[config.mk]
export PLATFORM = sky130hd
export DESIGN_NAME = key_reader
export DESIGN_NICKNAME = d
export VERILOG_FILES = /design/src/rtl/key_pkg.sv /design/src/rtl/key_debounce_one.sv /design/src/rtl/key_reader.sv
export SDC_FILE = /design/constraint.sdc
export NUM_CORES = 1
export LEC_CHECK = 0
export ABC_AREA = 1
export CAP_MARGIN = 30
export CORE_ASPECT_RATIO = 0.5
export CORE_UTILIZATION = 45
export CTS_BUF_LIST = sky130_fd_sc_hd__clkbuf_8 sky130_fd_sc_hd__clkbuf_16
export DETAILED_ROUTE_END_ITERATION = 7
export PLACE_DENSITY_LB_ADDON = 0.05
export SLEW_MARGIN = 20
export SYNTH_ARGS = -nofsm -noshare
export SYNTH_HDL_FRONTEND = slang
export SYNTH_SLANG_ARGS = --single-unit
export TNS_END_PERCENT = 5
[constraint.sdc]
create_clock -name clk -period 4.4 [get_ports clk]
set_clock_uncertainty 0.1 [all_clocks]
set_input_delay 0.88 -clock clk [delete_from_list [all_inputs] [get_ports clk]]
set_output_delay 0.88 -clock clk [all_outputs]
set_load 0.01 [all_outputs]
[src/rtl/key_pkg.sv]
// Shared definitions for the push-button reader: per-key FSM encoding and
// default timing constants for a 50 MHz board clock.
package key_pkg;

    typedef enum logic [1:0] {
        KEY_IDLE    = 2'd0,
        KEY_PRESSED = 2'd1,
        KEY_LONG    = 2'd2
    } key_fsm_e;

    localparam int DEB_20MS   = 1000000;
    localparam int LONG_500MS = 25000000;
    localparam int REP_100MS  = 5000000;

endpackage

[src/rtl/key_debounce_one.sv]
// One key: 2-FF synchroniser, registered polarity normalisation, debounce
// counter and the IDLE/PRESSED/LONG event FSM with its hold/repeat counters.
module key_debounce_one
    import key_pkg::*;
#(
    parameter int DEBOUNCE_CYCLES = DEB_20MS,
    parameter int LONG_CYCLES     = LONG_500MS,
    parameter int REPEAT_CYCLES   = REP_100MS,
    parameter int KEY_ACTIVE_LOW  = 1
) (
    input  logic clk,
    input  logic rst,
    input  logic pin,
    output logic key_state,
    output logic key_press,
    output logic key_release,
    output logic key_long,
    output logic key_repeat
);

    localparam int DW = $clog2(DEBOUNCE_CYCLES + 1);
    localparam int HW = $clog2(LONG_CYCLES + 1);
    localparam int RW = $clog2(REPEAT_CYCLES + 1);

    localparam logic [DW-1:0] DEB_LAST = DW'(DEBOUNCE_CYCLES - 1);
    localparam logic [HW-1:0] HOLD_TOP = HW'(LONG_CYCLES);
    localparam logic [RW-1:0] REP_TOP  = RW'(REPEAT_CYCLES);
    localparam logic          PIN_IDLE = (KEY_ACTIVE_LOW != 0) ? 1'b1 : 1'b0;

    logic          sync1, sync2, p;
    logic [DW-1:0] deb_cnt, deb_nxt;
    logic [HW-1:0] hold_cnt, hold_nxt, hold_inc;
    logic [RW-1:0] rep_cnt, rep_nxt, rep_inc;
    key_fsm_e      state, state_nxt;
    logic          accept;
    logic          level_nxt, press_nxt, release_nxt, long_nxt, repeat_nxt;

    // The synchroniser resets to the released pin level so no phantom press
    // appears while the chain refills after reset.
    always_ff @(posedge clk) begin
        if (rst) begin
            sync1 <= PIN_IDLE;
            sync2 <= PIN_IDLE;
            p     <= 1'b0;
        end else begin
            sync1 <= pin;
            sync2 <= sync1;
            p     <= (KEY_ACTIVE_LOW != 0) ? ~sync2 : sync2;
        end
    end

    always_comb begin
        accept  = 1'b0;
        deb_nxt = '0;
        if (p != key_state) begin
            if (deb_cnt == DEB_LAST) begin
                accept = 1'b1;
            end else begin
                deb_nxt = deb_cnt + DW'(1);
            end
        end
        level_nxt = key_state ^ accept;
    end

    assign hold_inc = hold_cnt + HW'(1);
    assign rep_inc  = (rep_cnt == REP_TOP) ? RW'(1) : rep_cnt + RW'(1);

    // A release accepted on the same cycle as a long/repeat event wins.
    always_comb begin
        state_nxt   = state;
        hold_nxt    = hold_cnt;
        rep_nxt     = rep_cnt;
        press_nxt   = 1'b0;
        release_nxt = 1'b0;
        long_nxt    = 1'b0;
        repeat_nxt  = 1'b0;
        case (state)
            KEY_IDLE: begin
                hold_nxt = '0;
                rep_nxt  = '0;
                if (accept) begin
                    state_nxt = KEY_PRESSED;
                    press_nxt = 1'b1;
                end
            end
            KEY_PRESSED: begin
                if (accept) begin
                    state_nxt   = KEY_IDLE;
                    release_nxt = 1'b1;
                    hold_nxt    = '0;
                    rep_nxt     = '0;
                end else if (hold_inc == HOLD_TOP) begin
                    state_nxt = KEY_LONG;
                    long_nxt  = 1'b1;
                    hold_nxt  = hold_inc;
                    rep_nxt   = '0;
                end else begin
                    hold_nxt = hold_inc;
                end
            end
            KEY_LONG: begin
                if (accept) begin
                    state_nxt   = KEY_IDLE;
                    release_nxt = 1'b1;
                    hold_nxt    = '0;
                    rep_nxt     = '0;
                end else begin
                    rep_nxt    = rep_inc;
                    repeat_nxt = (rep_inc == REP_TOP);
                end
            end
            default: begin
                state_nxt = KEY_IDLE;
                hold_nxt  = '0;
                rep_nxt   = '0;
            end
        endcase
    end

    always_ff @(posedge clk) begin
        if (rst) begin
            state       <= KEY_IDLE;
            deb_cnt     <= '0;
            hold_cnt    <= '0;
            rep_cnt     <= '0;
            key_state   <= 1'b0;
            key_press   <= 1'b0;
            key_release <= 1'b0;
            key_long    <= 1'b0;
            key_repeat  <= 1'b0;
        end else begin
            state       <= state_nxt;
            deb_cnt     <= deb_nxt;
            hold_cnt    <= hold_nxt;
            rep_cnt     <= rep_nxt;
            key_state   <= level_nxt;
            key_press   <= press_nxt;
            key_release <= release_nxt;
            key_long    <= long_nxt;
            key_repeat  <= repeat_nxt;
        end
    end

endmodule

[src/rtl/key_reader.sv]
// N independent push-button channels: debounced level plus press, release,
// long-press and auto-repeat pulses, all registered in the clk domain.
module key_reader
    import key_pkg::*;
#(
    parameter int N_KEYS          = 4,
    parameter int DEBOUNCE_CYCLES = DEB_20MS,
    parameter int LONG_CYCLES     = LONG_500MS,
    parameter int REPEAT_CYCLES   = REP_100MS,
    parameter int KEY_ACTIVE_LOW  = 1
) (
    input  logic              clk,
    input  logic              rst,
    input  logic [N_KEYS-1:0] key_in,
    output logic [N_KEYS-1:0] key_state,
    output logic [N_KEYS-1:0] key_press,
    output logic [N_KEYS-1:0] key_release,
    output logic [N_KEYS-1:0] key_long,
    output logic [N_KEYS-1:0] key_repeat
);

    for (genvar i = 0; i < N_KEYS; i++) begin : g_key
        key_debounce_one #(
            .DEBOUNCE_CYCLES(DEBOUNCE_CYCLES),
            .LONG_CYCLES    (LONG_CYCLES),
            .REPEAT_CYCLES  (REPEAT_CYCLES),
            .KEY_ACTIVE_LOW (KEY_ACTIVE_LOW)
        ) u_key (
            .clk        (clk),
            .rst        (rst),
            .pin        (key_in[i]),
            .key_state  (key_state[i]),
            .key_press  (key_press[i]),
            .key_release(key_release[i]),
            .key_long   (key_long[i]),
            .key_repeat (key_repeat[i])
        );
    end

endmodule

---- Yosys cells after proc, flatten, opt, wreduce, memory -nomap -nowiden ----
Cells that the tools add are included.
W data, S select, Z words.
storage, ports and cells
  flip-flop bits (word level) ............. 312
  latch bits .............................. 0
  memory bits (writable) .................. 0
  bits in read-only memories .............. 0
  input port bits ......................... 6
  output and inout port bits .............. 20
  logic and storage cells ................. 228
  memories kept ........................... 0
cells by class
  add/subtract/negate cells ............... 12
  $mul .................................... 0
  divide/modulo/power cells ............... 0
  order comparisons ....................... 0
  eq/ne operators ......................... 40
  shifts and indexed selects .............. 0
  multiplexer cells ....................... 68
  bitwise operators ....................... 28
  reductions and logical operators ........ 32
operators with widths
  cell                     count
  $mux W23                 16
  $mux W25                 8
  $pmux W25 S2             4
  $eq A23 B23 Y1 const B   8
  $pmux W23 S2             4
  $add A25 B1 Y25 const B  4
  $eq A25 B25 Y1 const B   4
  $add A23 B1 Y23 const B  4
  $add A20 B1 Y20 const B  4
  $eq A20 B20 Y1 const B   4
  $reduce_or A3 Y1         12
  $mux W2                  16
  $not A1 Y1               24
  $pmux W2 S3              4
  $reduce_or A2 Y1         12
  $mux W1                  16
  $ne A2 B1 Y1 const B     8
  $ne A3 B1 Y1 const B     4
  $reduce_and A3 Y1        4
  $eq A2 B1 Y1 const B     4
  $eq A2 B2 Y1 const B     4
  $logic_not A2 Y1         4
  $ne A1 B1 Y1             4
  $xor A1 B1 Y1            4

---- Logic depth before layout (Yosys ltp) ----
  depth after elaboration ................. 5
  gate-level depth with buffers ........... 17
  mapped depth without buffers ............ 16

---- Modules after synthesis ----
A second synthesis with hierarchy kept.
second synthesis, totals
  cells, all modules ...................... 3049
  area total of the unflattened synthesis .. 19550.0 µm²
modules (own cells, without submodules)
  module                                 times used  cells an instance  area an instance (µm²)
  key_debounce_one (g_key[1].u_key ...)  2           771                4949.7
  key_debounce_one (g_key[0].u_key)      1           764                4927.2
  key_debounce_one (g_key[3].u_key)      1           743                4723.3

---- Least setup slack after synthesis ----
Ideal clock, no wire load.
  path type ............................... register to register
  start ................................... register g_key[0].u_key.hold_cnt[1]
  end ..................................... register g_key[0].u_key.rep_cnt[18]
  arrival time ............................ 1.956 ns
  required time ........................... 4.189 ns
  slack ................................... 2.232 ns
  stages on the path, launching flop included .. 18
  path buffers ............................ 1
  cells stage by stage .................... dfxtp_1 > ha_1 > nand2_2 > nor2_8 > nand2_4 > nor2_4 > nand2_1 > nand2_1 > nand2_1 > nor2_1 > nand2_1 > nor2_2 > nand2_4 > nand2_8 > inv_4 > buf_6 > nor2_2 > nor2_1
on the way
  longest elaborated chain between the ends .. 3
ends and longest elaborated chain
  item                    RTL line                 RTL
  from (decl)             key_debounce_one.sv:32   logic [HW-1:0] hold_cnt, hold_nxt, hold_inc;
  from (signal assigned)  key_debounce_one.sv:134  hold_cnt <= hold_nxt;
  $add A25 B1 Y25         key_debounce_one.sv:65   assign hold_inc = hold_cnt + HW'(1);
  $eq A25 B25 Y1          key_debounce_one.sv:92   end else if (hold_inc == HOLD_TOP) begin
  $ne A3 B1 Y1 (no line)  n/a
  to (signal assigned)    key_debounce_one.sv:135  rep_cnt <= rep_nxt;
  to (decl)               key_debounce_one.sv:33   logic [RW-1:0] rep_cnt, rep_nxt, rep_inc;
Every way passes these cells.
A chain may end at the register's enable or synchronous reset.

---- Final worst setup path ----
  start ................................... register g_key[3].u_key.hold_cnt[0]
  end ..................................... register g_key[3].u_key.state[0]
on the way
  longest elaborated chain between the ends .. 4
ends and longest elaborated chain
  item                         RTL line                 RTL
  from (decl)                  key_debounce_one.sv:32
  from (signal assigned)       key_debounce_one.sv:134
  $add A25 B1 Y25              key_debounce_one.sv:65
  $eq A25 B25 Y1               key_debounce_one.sv:92
  $ne A3 B1 Y1 (no line)       n/a
  $reduce_and A3 Y1 (no line)  n/a
  to (signal assigned)         key_debounce_one.sv:132  state <= state_nxt;
  to (decl)                    key_debounce_one.sv:34   key_fsm_e state, state_nxt;
Every way passes these cells.

==> run summary <==
SYNTH
-----------------------------------------------------------------------------------------
Most common flop cell mapped by yosys ......................................      dfxtp_1
Proportion of netlist area held by the largest area contributor ............        0.324
Count of flip-flops with a built-in enable after synthesis .................            0
Top area cells in the synthesized netlist .................................. dfxtp_1 32%, nand2_1 16%, nor2_1 10%
Number of nets in the synthesized netlist ..................................        3,140
Library cell with the largest summed area after synthesis ..................      dfxtp_1
Synthesized area per cell ..................................................    6.21 um^2
Number of flip-flops and latches in the synthesized netlist ................          312
Syn Inst Count .............................................................        3,102
Register area share after synthesis ........................................        0.324
Post-synth design cell area ................................................  0.0193 mm^2
Number of distinct standard cells referenced by the synthesized netlist ....           46
Number of warnings reported in the yosys synthesis log .....................            0
Proportion of register bits with asynchronous set or reset after synthesis .            0

CTS
-----------------------------------------------------------------------------------------
Postcts setup bufs .........................................................            0
CTS tree ...................................................................         done
# resized after CTS ........................................................            0
Number of H-tree levels ....................................................            1
Latest clock arrival within the worst-skew pair ............................       600 ps
TritonCTS buffer count .....................................................           31
CTS Sinks ..................................................................          312
Clock-pin transition on the worst setup and hold timing paths ..............        70 ps
Clock buffer depth .........................................................            3
Hold buffer count at CTS ...................................................            0
Library cell used as clock root buffer .....................................    clkbuf_16

GLOBAL ROUTE
-----------------------------------------------------------------------------------------
Number of global-route vias before repair ..................................       16,779
Grt total ovfl .............................................................            0
Initial antenna violation count ............................................            0
Total global routing track utilization .....................................        0.218
Pin count of the biggest net entering global routing .......................           55
Global-route wire length before repair .....................................      81.2 mm

TIMING
-----------------------------------------------------------------------------------------
Transition time at the pin with the least slew margin ......................       743 ps
Unrepaired setup endpoints after global routing ............................        false
Final period demand of the worst path ......................................      2910 ps
Count of endpoints failing setup in the final report .......................            0
Total count of hold-check failures in the final report .....................            0
Fin Hold WS ................................................................       280 ps
TNS Setup ..................................................................         0 ps
Setup WS post-layout .......................................................      1490 ps
Final max-slew violation count .............................................            0
Achievable Freq ............................................................    0.344 GHz
Max-Slew Margin vs Limit ...................................................        0.504
Period utilisation layout ..................................................        0.661

FLOORPLAN
-----------------------------------------------------------------------------------------
Initial standard-cell utilization of the core ..............................        0.458
I/O pin cnt ................................................................           26
Number of standard-cell rows in the floorplan ..............................           53
Core Box Area ..............................................................  0.0421 mm^2
Die span in y ..............................................................       148 um
Full die area ..............................................................  0.0437 mm^2
Die boundary width .........................................................       295 um

CRITICAL PATH
-----------------------------------------------------------------------------------------
Worst setup EP type ........................................................         flop
WP data arrival ............................................................      3270 ps
Largest delay contributor family on the critical path ...................... simple AND/OR/NAND/NOR gates
Delay contributed by the slowest stage of the critical path ................       430 ps
CP Max Fanout ..............................................................           20
Crit-path cells ............................................................ ha_1, nand2_1, nor2_4, nand2_1, nor2_1, nand2_1, nand2_1, nand2_1, nor2_1, nand2_1, nor2_1, nand2_1, nand2_1, nand2_1, nand2_1, nand2_1
Classification of the worst setup path ..................................... flop to flop
Worst Path Buf+Inv .........................................................            0
Dominant cell type by count on the critical path ...........................      nand2_1
Sort of element at the start of the critical path ..........................         flop
Critical path data required time ...........................................      4760 ps
Max stage delay cell, worst path ...........................................      nand2_1

CELLS AND AREA
-----------------------------------------------------------------------------------------
Cell Count, Final, Fillers Out .............................................        3,677
Final net count ............................................................        3,113
Diodes inserted ............................................................            0
Top library cells by usage in the layout, fill and taps aside .............. 819 x nand2_1, 519 x nor2_1, 348 x inv_1
Layout cell share with drive strength beyond 1 .............................       0.0542
Area Growth Syn to Fin .....................................................        8.86%
Commonest non-fill, non-tap cell in the layout .............................      nand2_1

DETAILED ROUTING
-----------------------------------------------------------------------------------------
Residual antenna-violating net count after detailed routing ................            0
Via/cell ratio .............................................................         5.05
WL per Instance ............................................................      13.0 um
1st-pass router iterations .................................................            5
Starting DRC count in detailed routing .....................................        1,309
Total via count in the routed design .......................................       18,576
# DRC ......................................................................            0
Total wire length after detailed routing ...................................      48.0 mm

PWR
-----------------------------------------------------------------------------------------
Power per Cell Area ........................................................  275 mW/mm^2
Post-route total power .....................................................      5.76 mW
Worst vdd ir ...............................................................     0.278 mV
Cell leakage power .........................................................      7.94 nW

RUN STATUS
-----------------------------------------------------------------------------------------
Run status .................................................................    completed

PLACEMENT
-----------------------------------------------------------------------------------------
Number of placed instances with taps included ..............................        3,618
Dpl hpwl ...................................................................      34.4 mm
Post-place setup slack .....................................................      1430 ps
Port Buffers ...............................................................           25
RD Place Congestion ........................................................        0.897

FLOW RUN
-----------------------------------------------------------------------------------------
Max-capacitance violation count ............................................            0

WORST HOLD PATH
-----------------------------------------------------------------------------------------
Type of the tightest min-delay check ....................................... flop to flop

layout make-up:
class / count / area (um^2)
Inverter: 354 / 1330
Fill cell: 4414 / 21100
Timing Repair Buffer: 43 / 434
Tap cell: 577 / 722
Multi-Input combinational cell: 2333 / 11200
Sequential cell: 312 / 6250
Clock inverter: 23 / 265
Clock buffer: 35 / 831
cells by family (layout without fill, tap and decap cells):
family,count (synthesis),count (layout),synth area share
and+or+nand+nor,1951,1951,0.444
adders and majority gates,32,32,0.0208
DFF,312,312,0.324
buffers and inverters,457,455,0.0973
AOI/OAI and AO/OA,271,271,0.0776
xor gates and xnor gates,79,79,0.0359
registers in the layout, summed over array words and instances (netlist names), 8 cells and up, named ones only:
register and flops:
g_key.u_key.state 8, g_key.u_key.deb_cnt 80, g_key.u_key.hold_cnt 100, g_key.u_key.rep_cnt 92
metrics by stage:
step	util	cell area, um^2
2_1_floorplan	-	19300
3_3_place_gp	0.471	19800
3_5_place_dp	0.472	19900
4_1_cts	0.498	21000
5_1_grt	0.498	21000
6_report	0.498	21000
cells in the mapped netlist, types with 21 or more instances:
library cell and number:
a21oi_1 165, a22oi_1 27, clkbuf_1 59, dfxtp_1 312, ha_1 32, inv_1 347, nand2_1 819, nand3_1 284
nand3b_1 28, nand4_1 84, nor2_1 519, nor2_2 36, nor3_1 80, nor4_1 21, o21ai_0 48, or2_2 25
xor2_1 60
per-layer routing:
metal  up-vias  wire length (um)  track usage
met2       282             20300        0.344
met4         0               871       0.0466
met3        65              1750       0.0285
met1      8326             25000        0.314
met5         -                 0            0
li1       9903                 -            -
worst reg2reg max path, cell delays in order, from the launching register on:
cell and delay (ps):
dfxtp_1 360, ha_1 180, nand2_1 100, nor2_4 190, nand2_1 150, nor2_1 170, nand2_1 70, nand2_1 50
nand2_1 60, nor2_1 100, nand2_1 60, nor2_1 110, nand2_1 430, nand2_1 420, nand2_1 110, nand2_1 80
nand2_1 50
power by group:
group          internal [mW]  leakage (nW)  switching (mW)
sequential              2.83          2.51         0.00213
clock                   1.65         0.538            1.21
combinational         0.0172          4.89          0.0532
path summary, 6_finish.rpt:
path	from	to	slack, ps	depth (start not counted)
worst max register to register	g_key[3].u_key.hold_cnt[0]	g_key[3].u_key.state[0]	1490	16
worst min-delay path	g_key[2].u_key.sync2	g_key[2].u_key.p	280	1
worst max-delay path	g_key[3].u_key.hold_cnt[0]	g_key[3].u_key.state[0]	1490	16
worst min register to register	g_key[2].u_key.sync2	g_key[2].u_key.p	280	1
(Power assumes the default switching activity.)
